### config.mk
export PLATFORM = sky130hd
export DESIGN_NAME = rdata_serializer
export DESIGN_NICKNAME = d
export VERILOG_FILES = /design/src/rtl/rdata_serializer.sv
export SDC_FILE = /design/constraint.sdc
export NUM_CORES = 1
export LEC_CHECK = 0
export ABC_AREA = 1
export CAP_MARGIN = 25
export CELL_PAD_IN_SITES_DETAIL_PLACEMENT = 0
export CELL_PAD_IN_SITES_GLOBAL_PLACEMENT = 2
export CORE_MARGIN = 3
export CORE_UTILIZATION = 44
export DETAILED_ROUTE_END_ITERATION = 12
export PLACE_DENSITY = 0.92
export SLEW_MARGIN = 30
export SYNTH_ARGS = -nofsm -noshare
export SYNTH_HDL_FRONTEND = slang
export SYNTH_SLANG_ARGS = --single-unit
### constraint.sdc
create_clock -name clk -period 4.1 [get_ports clk]
set_clock_uncertainty 0.15 [all_clocks]
set_input_delay 1.23 -clock clk [delete_from_list [all_inputs] [get_ports clk]]
set_output_delay 1.23 -clock clk [all_outputs]
set_load 0.005 [all_outputs]
### src/rtl/rdata_serializer.sv
// Buffers 16-bit HyperRAM read words in a small FIFO and streams each one to the
// UART transmitter as two bytes, paced by the transmitter's busy handshake.
module rdata_serializer #(
  parameter int DEPTH_LOG2 = 3,
  parameter bit MSB_FIRST  = 1'b1,
  parameter int GUARD      = 3
) (
  input  logic                  clk,
  input  logic                  rst,
  input  logic [15:0]           mdata,
  input  logic                  mdata_ready,
  output logic [7:0]            send_byte,
  output logic                  send_imp,
  input  logic                  serial_busy,
  output logic                  empty,
  output logic                  full,
  output logic                  overflow,
  output logic [DEPTH_LOG2:0]   level
);

  localparam int                   DEPTH     = 1 << DEPTH_LOG2;
  localparam logic [DEPTH_LOG2:0]  CNT_FULL  = (DEPTH_LOG2 + 1)'(DEPTH);
  localparam logic [DEPTH_LOG2:0]  CNT_ONE   = (DEPTH_LOG2 + 1)'(1);
  localparam logic [DEPTH_LOG2-1:0] PTR_ONE  = DEPTH_LOG2'(1);
  localparam logic [1:0]           GUARD_MAX = 2'(GUARD);

  typedef enum logic [2:0] {
    S_IDLE,
    S_SEND1,
    S_ARM1,
    S_DRAIN1,
    S_SEND2,
    S_ARM2,
    S_DRAIN2
  } state_e;

  state_e                  state_q, state_d;
  logic [DEPTH_LOG2-1:0]   wr_ptr_q, wr_ptr_d;
  logic [DEPTH_LOG2-1:0]   rd_ptr_q, rd_ptr_d;
  logic [DEPTH_LOG2:0]     count_q, count_d;
  logic [15:0]             hold_q, hold_d;
  logic [1:0]              guard_q, guard_d;
  logic                    send_imp_q, send_imp_d;
  logic [7:0]              send_byte_q, send_byte_d;
  logic                    empty_q, empty_d;
  logic                    full_q, full_d;
  logic                    overflow_q, overflow_d;

  logic [15:0]             mem_q [DEPTH];
  logic [15:0]             rd_word;
  logic                    push;
  logic                    pop;

  function automatic logic [7:0] first_byte(input logic [15:0] w);
    return MSB_FIRST ? w[15:8] : w[7:0];
  endfunction

  function automatic logic [7:0] second_byte(input logic [15:0] w);
    return MSB_FIRST ? w[7:0] : w[15:8];
  endfunction

  assign rd_word = mem_q[rd_ptr_q];

  // The outgoing byte and pulse are computed one state early so they leave a flop.
  always_comb begin
    // NOTE: every variable gets a default first so no path can infer a latch.
    state_d     = state_q;
    hold_d      = hold_q;
    guard_d     = guard_q;
    send_imp_d  = 1'b0;
    send_byte_d = 8'h00;
    pop         = 1'b0;
    unique case (state_q)
      S_IDLE: begin
        if (count_q != '0 && !serial_busy) begin
          pop         = 1'b1;
          hold_d      = rd_word;
          send_imp_d  = 1'b1;
          send_byte_d = first_byte(rd_word);
          state_d     = S_SEND1;
        end
      end
      S_SEND1: begin
        guard_d = 2'd0;
        state_d = S_ARM1;
      end
      S_ARM1: begin
        guard_d = guard_q + 2'd1;
        if (serial_busy || guard_d == GUARD_MAX) state_d = S_DRAIN1;
      end
      S_DRAIN1: begin
        if (!serial_busy) begin
          send_imp_d  = 1'b1;
          send_byte_d = second_byte(hold_q);
          state_d     = S_SEND2;
        end
      end
      S_SEND2: begin
        guard_d = 2'd0;
        state_d = S_ARM2;
      end
      S_ARM2: begin
        guard_d = guard_q + 2'd1;
        if (serial_busy || guard_d == GUARD_MAX) state_d = S_DRAIN2;
      end
      S_DRAIN2: begin
        if (!serial_busy) state_d = S_IDLE;
      end
      default: state_d = S_IDLE;
    endcase
  end

  // A push into a full FIFO is only legal when the same cycle frees a slot.
  always_comb begin
    push     = mdata_ready && (count_q != CNT_FULL || pop);
    wr_ptr_d = push ? wr_ptr_q + PTR_ONE : wr_ptr_q;
    rd_ptr_d = pop  ? rd_ptr_q + PTR_ONE : rd_ptr_q;
    unique case ({push, pop})
      2'b10:   count_d = count_q + CNT_ONE;
      2'b01:   count_d = count_q - CNT_ONE;
      default: count_d = count_q;
    endcase
    overflow_d = overflow_q || (mdata_ready && !push);
    empty_d    = (count_d == '0) && (state_d == S_IDLE);
    full_d     = (count_d == CNT_FULL);
  end

  // NOTE: sequential state uses non-blocking assignments so every flop samples pre-edge values.
  always_ff @(posedge clk or posedge rst) begin
    if (rst) begin
      state_q     <= S_IDLE;
      wr_ptr_q    <= '0;
      rd_ptr_q    <= '0;
      count_q     <= '0;
      hold_q      <= 16'h0000;
      guard_q     <= 2'd0;
      send_imp_q  <= 1'b0;
      send_byte_q <= 8'h00;
      empty_q     <= 1'b1;
      full_q      <= 1'b0;
      overflow_q  <= 1'b0;
    end else begin
      state_q     <= state_d;
      wr_ptr_q    <= wr_ptr_d;
      rd_ptr_q    <= rd_ptr_d;
      count_q     <= count_d;
      hold_q      <= hold_d;
      guard_q     <= guard_d;
      send_imp_q  <= send_imp_d;
      send_byte_q <= send_byte_d;
      empty_q     <= empty_d;
      full_q      <= full_d;
      overflow_q  <= overflow_d;
    end
  end

  // NOTE: the storage array has no reset; count and pointers alone define which entries are valid.
  always_ff @(posedge clk) begin
    if (push) mem_q[wr_ptr_q] <= mdata;
  end

  assign send_imp  = send_imp_q;
  assign send_byte = send_byte_q;
  assign empty     = empty_q;
  assign full      = full_q;
  assign overflow  = overflow_q;
  assign level     = count_q;

endmodule

==> results.md, run 1 <==
- Outcome: completed
- Synth Instances: 566
- CTS tree: yes
- Mapped Area: ~6700 µm²
- WP data arrival: around 3.3 ns
- Post-DR vias/cell: about 5.3
- Die H: 130 µm
- Final Critical Period: ~3.0 ns
- Largest net degree at the start of global routing: 67
- Post-layout util: between 50% and 60%
- Global Route met2 Usage: between 20% and 30%
- Syn_area_per_cell: approximately 12 µm²
- Peak supply drop: between 300 and 400 µV
- Leak pwr: 2.88 nW
- Longest Clk Path Bufs: 2
- Initial DRC count: roughly 310
- Final setup viols: 0
- Seq/Total Area, Yosys: a little over two thirds
- Routed len/inst: 17.0 µm
- Core Box Area: around 15000 µm²
- Layer with the highest usage: met2
- Final worst path period share: ~74%
- Initial Util: between 40 and 50%
- GR Util met1: approximately a quarter
- N_diodes: 0
- Slew headroom: between 50 and 60%
- Setup bufs post-CTS: 0
- Share of post-route cells with drive strength above 1: 11.6%
- RSZ-0062 raised after global routing: false
- Sink Count: roughly 160
- Std-Cell Rows: 44
- Top Ports: 36
- Chip Width: ~130 µm
- Pwr/cell area: around 710 nW/µm²
- Hold slack: approximately 0.34 ns
- Crit path launch type: input pin
- GPL Wtd Cong: about 0.80
- #FFs+latches synth: ~160
- IO buf count: 35
- Worst Setup End Kind: register
- DP HPWL: ~8000 µm
- Setup TNS: 0 ns
- CTS Buf Count: 17
- Final nets: 633
- Wire length of the first global-routing pass: roughly 22000 µm
- Max-slew violations: 0
- Synth top area cells: edfxtp_1 57%, dfrtp_1 13%, o21ai_0 7.3%, nor2_1 6.9%, inv_1 1.8%
- Worst-margin pin slew: 0.725 ns
- Final hold viol count: 0
- Antenna-violating nets left: 0
- Vias: around 4200
- # hold bufs at CTS: 0
- Die area: 16800 µm²
- Netlist cell types: 36
- Warning count from the yosys run: 0
- Maxcap violations: 0
- GRT Util Overall: 17.5%
- Critical-path maximum fanout: 5
- TritonRoute pass-1 iters: 6
- Yosys top cell area share: between 50% and 60%
- Clk_lat worst skew: just over 0.4 ns
- Tightest Hold Check Type: reg -> reg
- Clk pin slew, worst setup/hold paths: 0.06 ns
- Met3 usage: ~4.2%
- Grt ovf: 0
- Number of global-route vias before repair: 4190
- Worst Path Class, Setup: in -> reg
- Synth-to-layout area growth: 16.6%
- Root Buffer: clkbuf_16
- DR DRC count: 0
- H-tree level count: 4
- Final wirelength: ~14000 µm
- CP Data Required Time: between 4 and 5 ns
- Post-synth top area cell: edfxtp_1
- Syn nets: around 590
- # resized after CTS: 0
- Fmax: between 300 and 400 MHz
- Initial antenna violation count: 0
[flip-flops by register name (all words and copies together), names as in the netlist]
name and flops:
state_q 3, overflow 1, wr_ptr_q 3, full 1, mem_q 128, rd_ptr_q 3
empty 1, level 4, hold_q 8, guard_q 2, send_imp 1, send_byte 8
[worst max-delay path, stage by stage]
cell and delay, ns:
clkdlybuf4s50_1 0.55, inv_2 0.09, nand2_2 0.13, nor2_8 0.04
nand2_2 0.08, inv_1 0.09, ha_1 0.33, a21oi_1 0.21
nand3_1 0.11, nand2_2 0.09, nand3_1 0.08, nand2_2 0.10
nand2_2 0.05, nor2_2 0.07
[where the power goes]
part / switching [W] / internal, W
clock: 0.000601 / 0.000904
sequential: 0.000173 / 0.00213
combinational: 0.00113 / 0.000617
total: 0.00190 / 0.00365
[routing by layer]
metal	wire length [µm]	up-vias
met5	0	-
met4	237	0
met3	702	19
met2	6580	116
met1	6110	2040
li1	-	2050
[cell families (layout without fill, tap and decap cells)]
| logic type | Yosys count | after routing | share of synthesized area (%) |
|---|---|---|---|
| simple gates | 197 | 197 | 13.3 |
| xor+xnor | 4 | 4 | 0.522 |
| buf+inv | 65 | 118 | 4.30 |
| fa+ha+maj | 6 | 6 | 1.23 |
| flops | 163 | 163 | 70.3 |
| compound gates | 131 | 131 | 10.4 |
[path summary, 6_finish.rpt]
kind / start / endpoint / slack [ns] / depth (start not counted)
worst max register to register: level[0] / empty / 1.80 / 14
max in group asynchronous: rst / rd_ptr_q[0] / 2.32 / 3
min in group asynchronous: rst / level[0] / 1.10 / 3
worst min-delay path: overflow / overflow / 0.34 / 1
worst max-delay path: serial_busy / empty / 1.05 / 14
worst min register to register: overflow / overflow / 0.34 / 1
[synthesized netlist by cell type]
cell / count
nand2_4: 1
a21oi_1: 2
nand2_1: 28
nand3_2: 5
nand3_1: 18
inv_4: 1
buf_4: 2
clkbuf_2: 1
nor2_2: 1
xor2_1: 3
nand2_2: 12
or2_1: 1
o21bai_1: 1
nor2_1: 124
nor2_8: 1
dfrtp_1: 34
inv_2: 3
clkbuf_1: 8
nor3_2: 1
o21ai_0: 98
edfxtp_1: 128
ha_1: 5
fa_1: 1
inv_1: 32
nand4_1: 1
o21ai_1: 8
nor3_1: 1
buf_2: 15
clkinv_1: 1
xnor2_1: 1
o211ai_1: 10
nor2_4: 2
o22ai_1: 12
nand3_4: 1
dfstp_2: 1
buf_6: 2
[per-stage QoR]
stage | power (W) | setup WS [ns] | std cells | area (µm²)
6_report | 0.00555 | 1.05 | 803 | 7830
5_1_grt | 0.00593 | 0.850 | 803 | 7830
4_1_cts | 0.00562 | 1.05 | 803 | 7830
3_5_place_dp | 0.00409 | 0.680 | 772 | 7260
3_3_place_gp | 0.00404 | 0.726 | 772 | 7260
2_1_floorplan | 0.00354 | 1.05 | 566 | 6720
[final cells by class]
type | count | area, µm²
Fill cell | 1251 | 6920
Inverter | 37 | 141
Tap cell | 184 | 230
Sequential cell | 163 | 4720
Clock inverter | 6 | 72.6
Clock buffer | 25 | 495
Timing Repair Buffer | 50 | 463
Multi-Input combinational cell | 338 | 1710
[layout by cell type (no fill, tap or decap), drive strengths merged]
| master | count |
|---|---|
| edfxtp | 128 |
| nor2 | 128 |
| o21ai | 106 |
| nand2 | 41 |
| inv | 38 |
| clkdlybuf4s50 | 35 |
| dfrtp | 34 |
| clkbuf | 25 |
| nand3 | 24 |
| buf | 15 |
| o22ai | 12 |
| o211ai | 10 |
| ha | 5 |
| xor2 | 3 |
| clkinv | 3 |
| a21oi | 2 |
| nor3 | 2 |
| or2 | 1 |
| nand4 | 1 |
| xnor2 | 1 |
| o21bai | 1 |
| fa | 1 |
| bufinv | 1 |
| clkinvlp | 1 |
| dfstp | 1 |
No activity file was read; power rests on OpenSTA's default activity.
==> run 2, diff against run 1 <==
--- a/config.mk
+++ b/config.mk
@@ -10,9 +10,9 @@
 export CELL_PAD_IN_SITES_DETAIL_PLACEMENT = 0
 export CELL_PAD_IN_SITES_GLOBAL_PLACEMENT = 2
 export CORE_MARGIN = 3
-export CORE_UTILIZATION = 44
+export CORE_UTILIZATION = 41
 export DETAILED_ROUTE_END_ITERATION = 12
-export PLACE_DENSITY = 0.92
+export PLACE_DENSITY = 0.87
 export SLEW_MARGIN = 30
 export SYNTH_ARGS = -nofsm -noshare
 export SYNTH_HDL_FRONTEND = slang
==> constraint.sdc (replaced) <==
create_clock -name clk -period 3 [get_ports clk]
set_clock_uncertainty 0.15 [all_clocks]
set_input_delay 0.9 -clock clk [delete_from_list [all_inputs] [get_ports clk]]
set_output_delay 0.9 -clock clk [all_outputs]
set_load 0.005 [all_outputs]
==> run 2 against run 1 <==
  * Power grew 38%
  * Via count grew 0.38%
  * Routed wire length grew 2.6%
  * Hold slack lost 0.0080 ns
==> results.md, run 2 (synthesis gave the netlist of run 1 again) <==
- Outcome: completed
- Hold slack: 0.331 ns
- Top Ports: 36
- Clk_lat worst skew: 0.43 ns
- Fmax: 386 MHz
- Peak supply drop: just over 600 µV
- Worst Path Class, Setup: in -> reg
- Die H: about 130 µm
- Final wirelength: 14000 µm
- Worst-margin pin slew: 0.739 ns
- Die area: 18000 µm²
- CTS tree: yes
- H-tree level count: 4
- Chip Width: ~130 µm
- Initial Util: between 40% and 50%
- Vias: between 4000 and 5000
- Routed len/inst: ~17 µm
- DP Area: about 7400 µm²
- Initial antenna violation count: 0
- N_diodes: 0
- Grt ovf: 0
- Largest Register: mem_q
- Slew headroom: between 50 and 60%
- Synth-to-layout area growth: 19.0%
- Share of post-route cells with drive strength above 1: between 10% and 20%
- Initial DRC count: between 200 and 300
- # hold bufs at CTS: 0
- Setup bufs post-CTS: 0
- Commonest non-fill, non-tap cells in the layout: 128 x edfxtp_1, 124 x nor2_1, 98 x o21ai_0
- Clk pin slew, worst setup/hold paths: 0.06 ns
- Final setup viols: 0
- Final Critical Period: roughly 2.6 ns
- DR DRC count: 0
- Max reg flops: 128
- Std-Cell Rows: between 40 and 50
- Fillers: approximately 1400
- WP data arrival: around 2.8 ns
- Design area: ~8000 µm²
- Leak pwr: between 2 and 3 nW
- GRT Util Overall: roughly 17%
- CTS Buf Count: 17
- # resized after CTS: 0
- Wire length of the first global-routing pass: roughly 23000 µm
- DP HPWL: 8510 µm
- Crit path launch type: input pin
- Maxcap violations: 0
- Final hold viol count: 0
- RSZ-0062 raised after global routing: false
- CP Data Required Time: between 3 and 4 ns
- Post-DR vias/cell: approximately 5
- Largest net degree at the start of global routing: 67
- Max-slew violations: 0
- Non-Filler Instances: about 840
- Critical-path maximum fanout: 4
- Antenna-violating nets left: 0
- Root Buffer: clkbuf_16
- Commonest non-fill, non-tap cell in the layout: edfxtp_1
- Final nets: between 600 and 700
- Number of global-route vias before repair: about 4300
- GPL Wtd Cong: 0.784
- Sink Count: 163
- Placed cells: 812
- IO buf count: 35
- TritonRoute pass-1 iters: 5
- Pwr/cell area: 963 nW/µm²
- Worst Setup End Kind: register
- Longest Clk Path Bufs: 2
- Core Box Area: about 16000 µm²
- Tightest Hold Check Type: reg -> reg
- Final worst path period share: between 80% and 90%
-- run 2: where the power goes --
group          switching (W)  internal [W]  leakage [nW]
clock network       0.000910       0.00122         0.287
logic                0.00158      0.000885          1.06
registers           0.000198       0.00291          1.59
total                0.00268       0.00501          2.94
-- run 2: through the flow --
step / TNS, ns / setup slack (ns) / util, % / total power [W]
global placement: 0 / 0.0247 / 46.4 / 0.00560
finish: 0 / 0.410 / 50.1 / 0.00769
floorplan: 0 / 0.281 / - / 0.00484
global route: 0 / 0.264 / 50.1 / 0.00825
detailed placement: -0.0227 / -0.0227 / 46.4 / 0.00566
CTS: 0 / 0.415 / 50.1 / 0.00780
-- run 2: cell type report --
class	count	area [µm²]	area share (%)
flip-flops and latches	163	4720	59.1
multi-input cells	338	1710	21.4
repair buffers	58	561	7.02
clock buffers	19	453	5.67
well taps	216	270	3.38
inverters	37	141	1.77
clock inverters	13	136	1.71
-- run 2: worst max-delay path, cell delays in order --
cell and delay (ns):
clkdlybuf4s50_1 0.50, inv_2 0.07, nand2_2 0.12, nor2_8 0.04, nand2_2 0.08, inv_1 0.08, ha_1 0.32, a21oi_1 0.18
nand3_1 0.11, nand2_2 0.09, nand3_1 0.07, nand2_2 0.10, nand2_2 0.05, nor2_2 0.08
-- run 2: layer usage --
layer / share of wire (%) / vias up / wire [µm] / global-route usage [%]
met5: 0 / - / 0 / 0
met4: 0.87 / 0 / 122 / 5.49
met3: 5.5 / 11 / 776 / 4.69
met2: 49 / 98 / 6890 / 26.5
met1: 44 / 2060 / 6200 / 22.4
li1: - / 2072 / - / -
-- run 2: worst paths after layout --
path	start	endpoint	slack, ns	cells past startpoint
setup / recovery	serial_busy	empty	0.41	14
hold / removal	overflow	overflow	0.33	1
setup reg to reg	level[1]	empty	0.76	14
hold reg to reg	overflow	overflow	0.33	1
max in group asynchronous	rst	empty	1.50	3
min in group asynchronous	rst	hold_q[0]	0.64	2
==> run 3, diff against run 2 <==
--- a/config.mk
+++ b/config.mk
@@ -6,7 +6,6 @@
 export NUM_CORES = 1
 export LEC_CHECK = 0
 export ABC_AREA = 1
-export CAP_MARGIN = 25
 export CELL_PAD_IN_SITES_DETAIL_PLACEMENT = 0
 export CELL_PAD_IN_SITES_GLOBAL_PLACEMENT = 2
 export CORE_MARGIN = 3
==> results of run 3 <==
Final layout, timing and power as in run 2 (identical DEF).
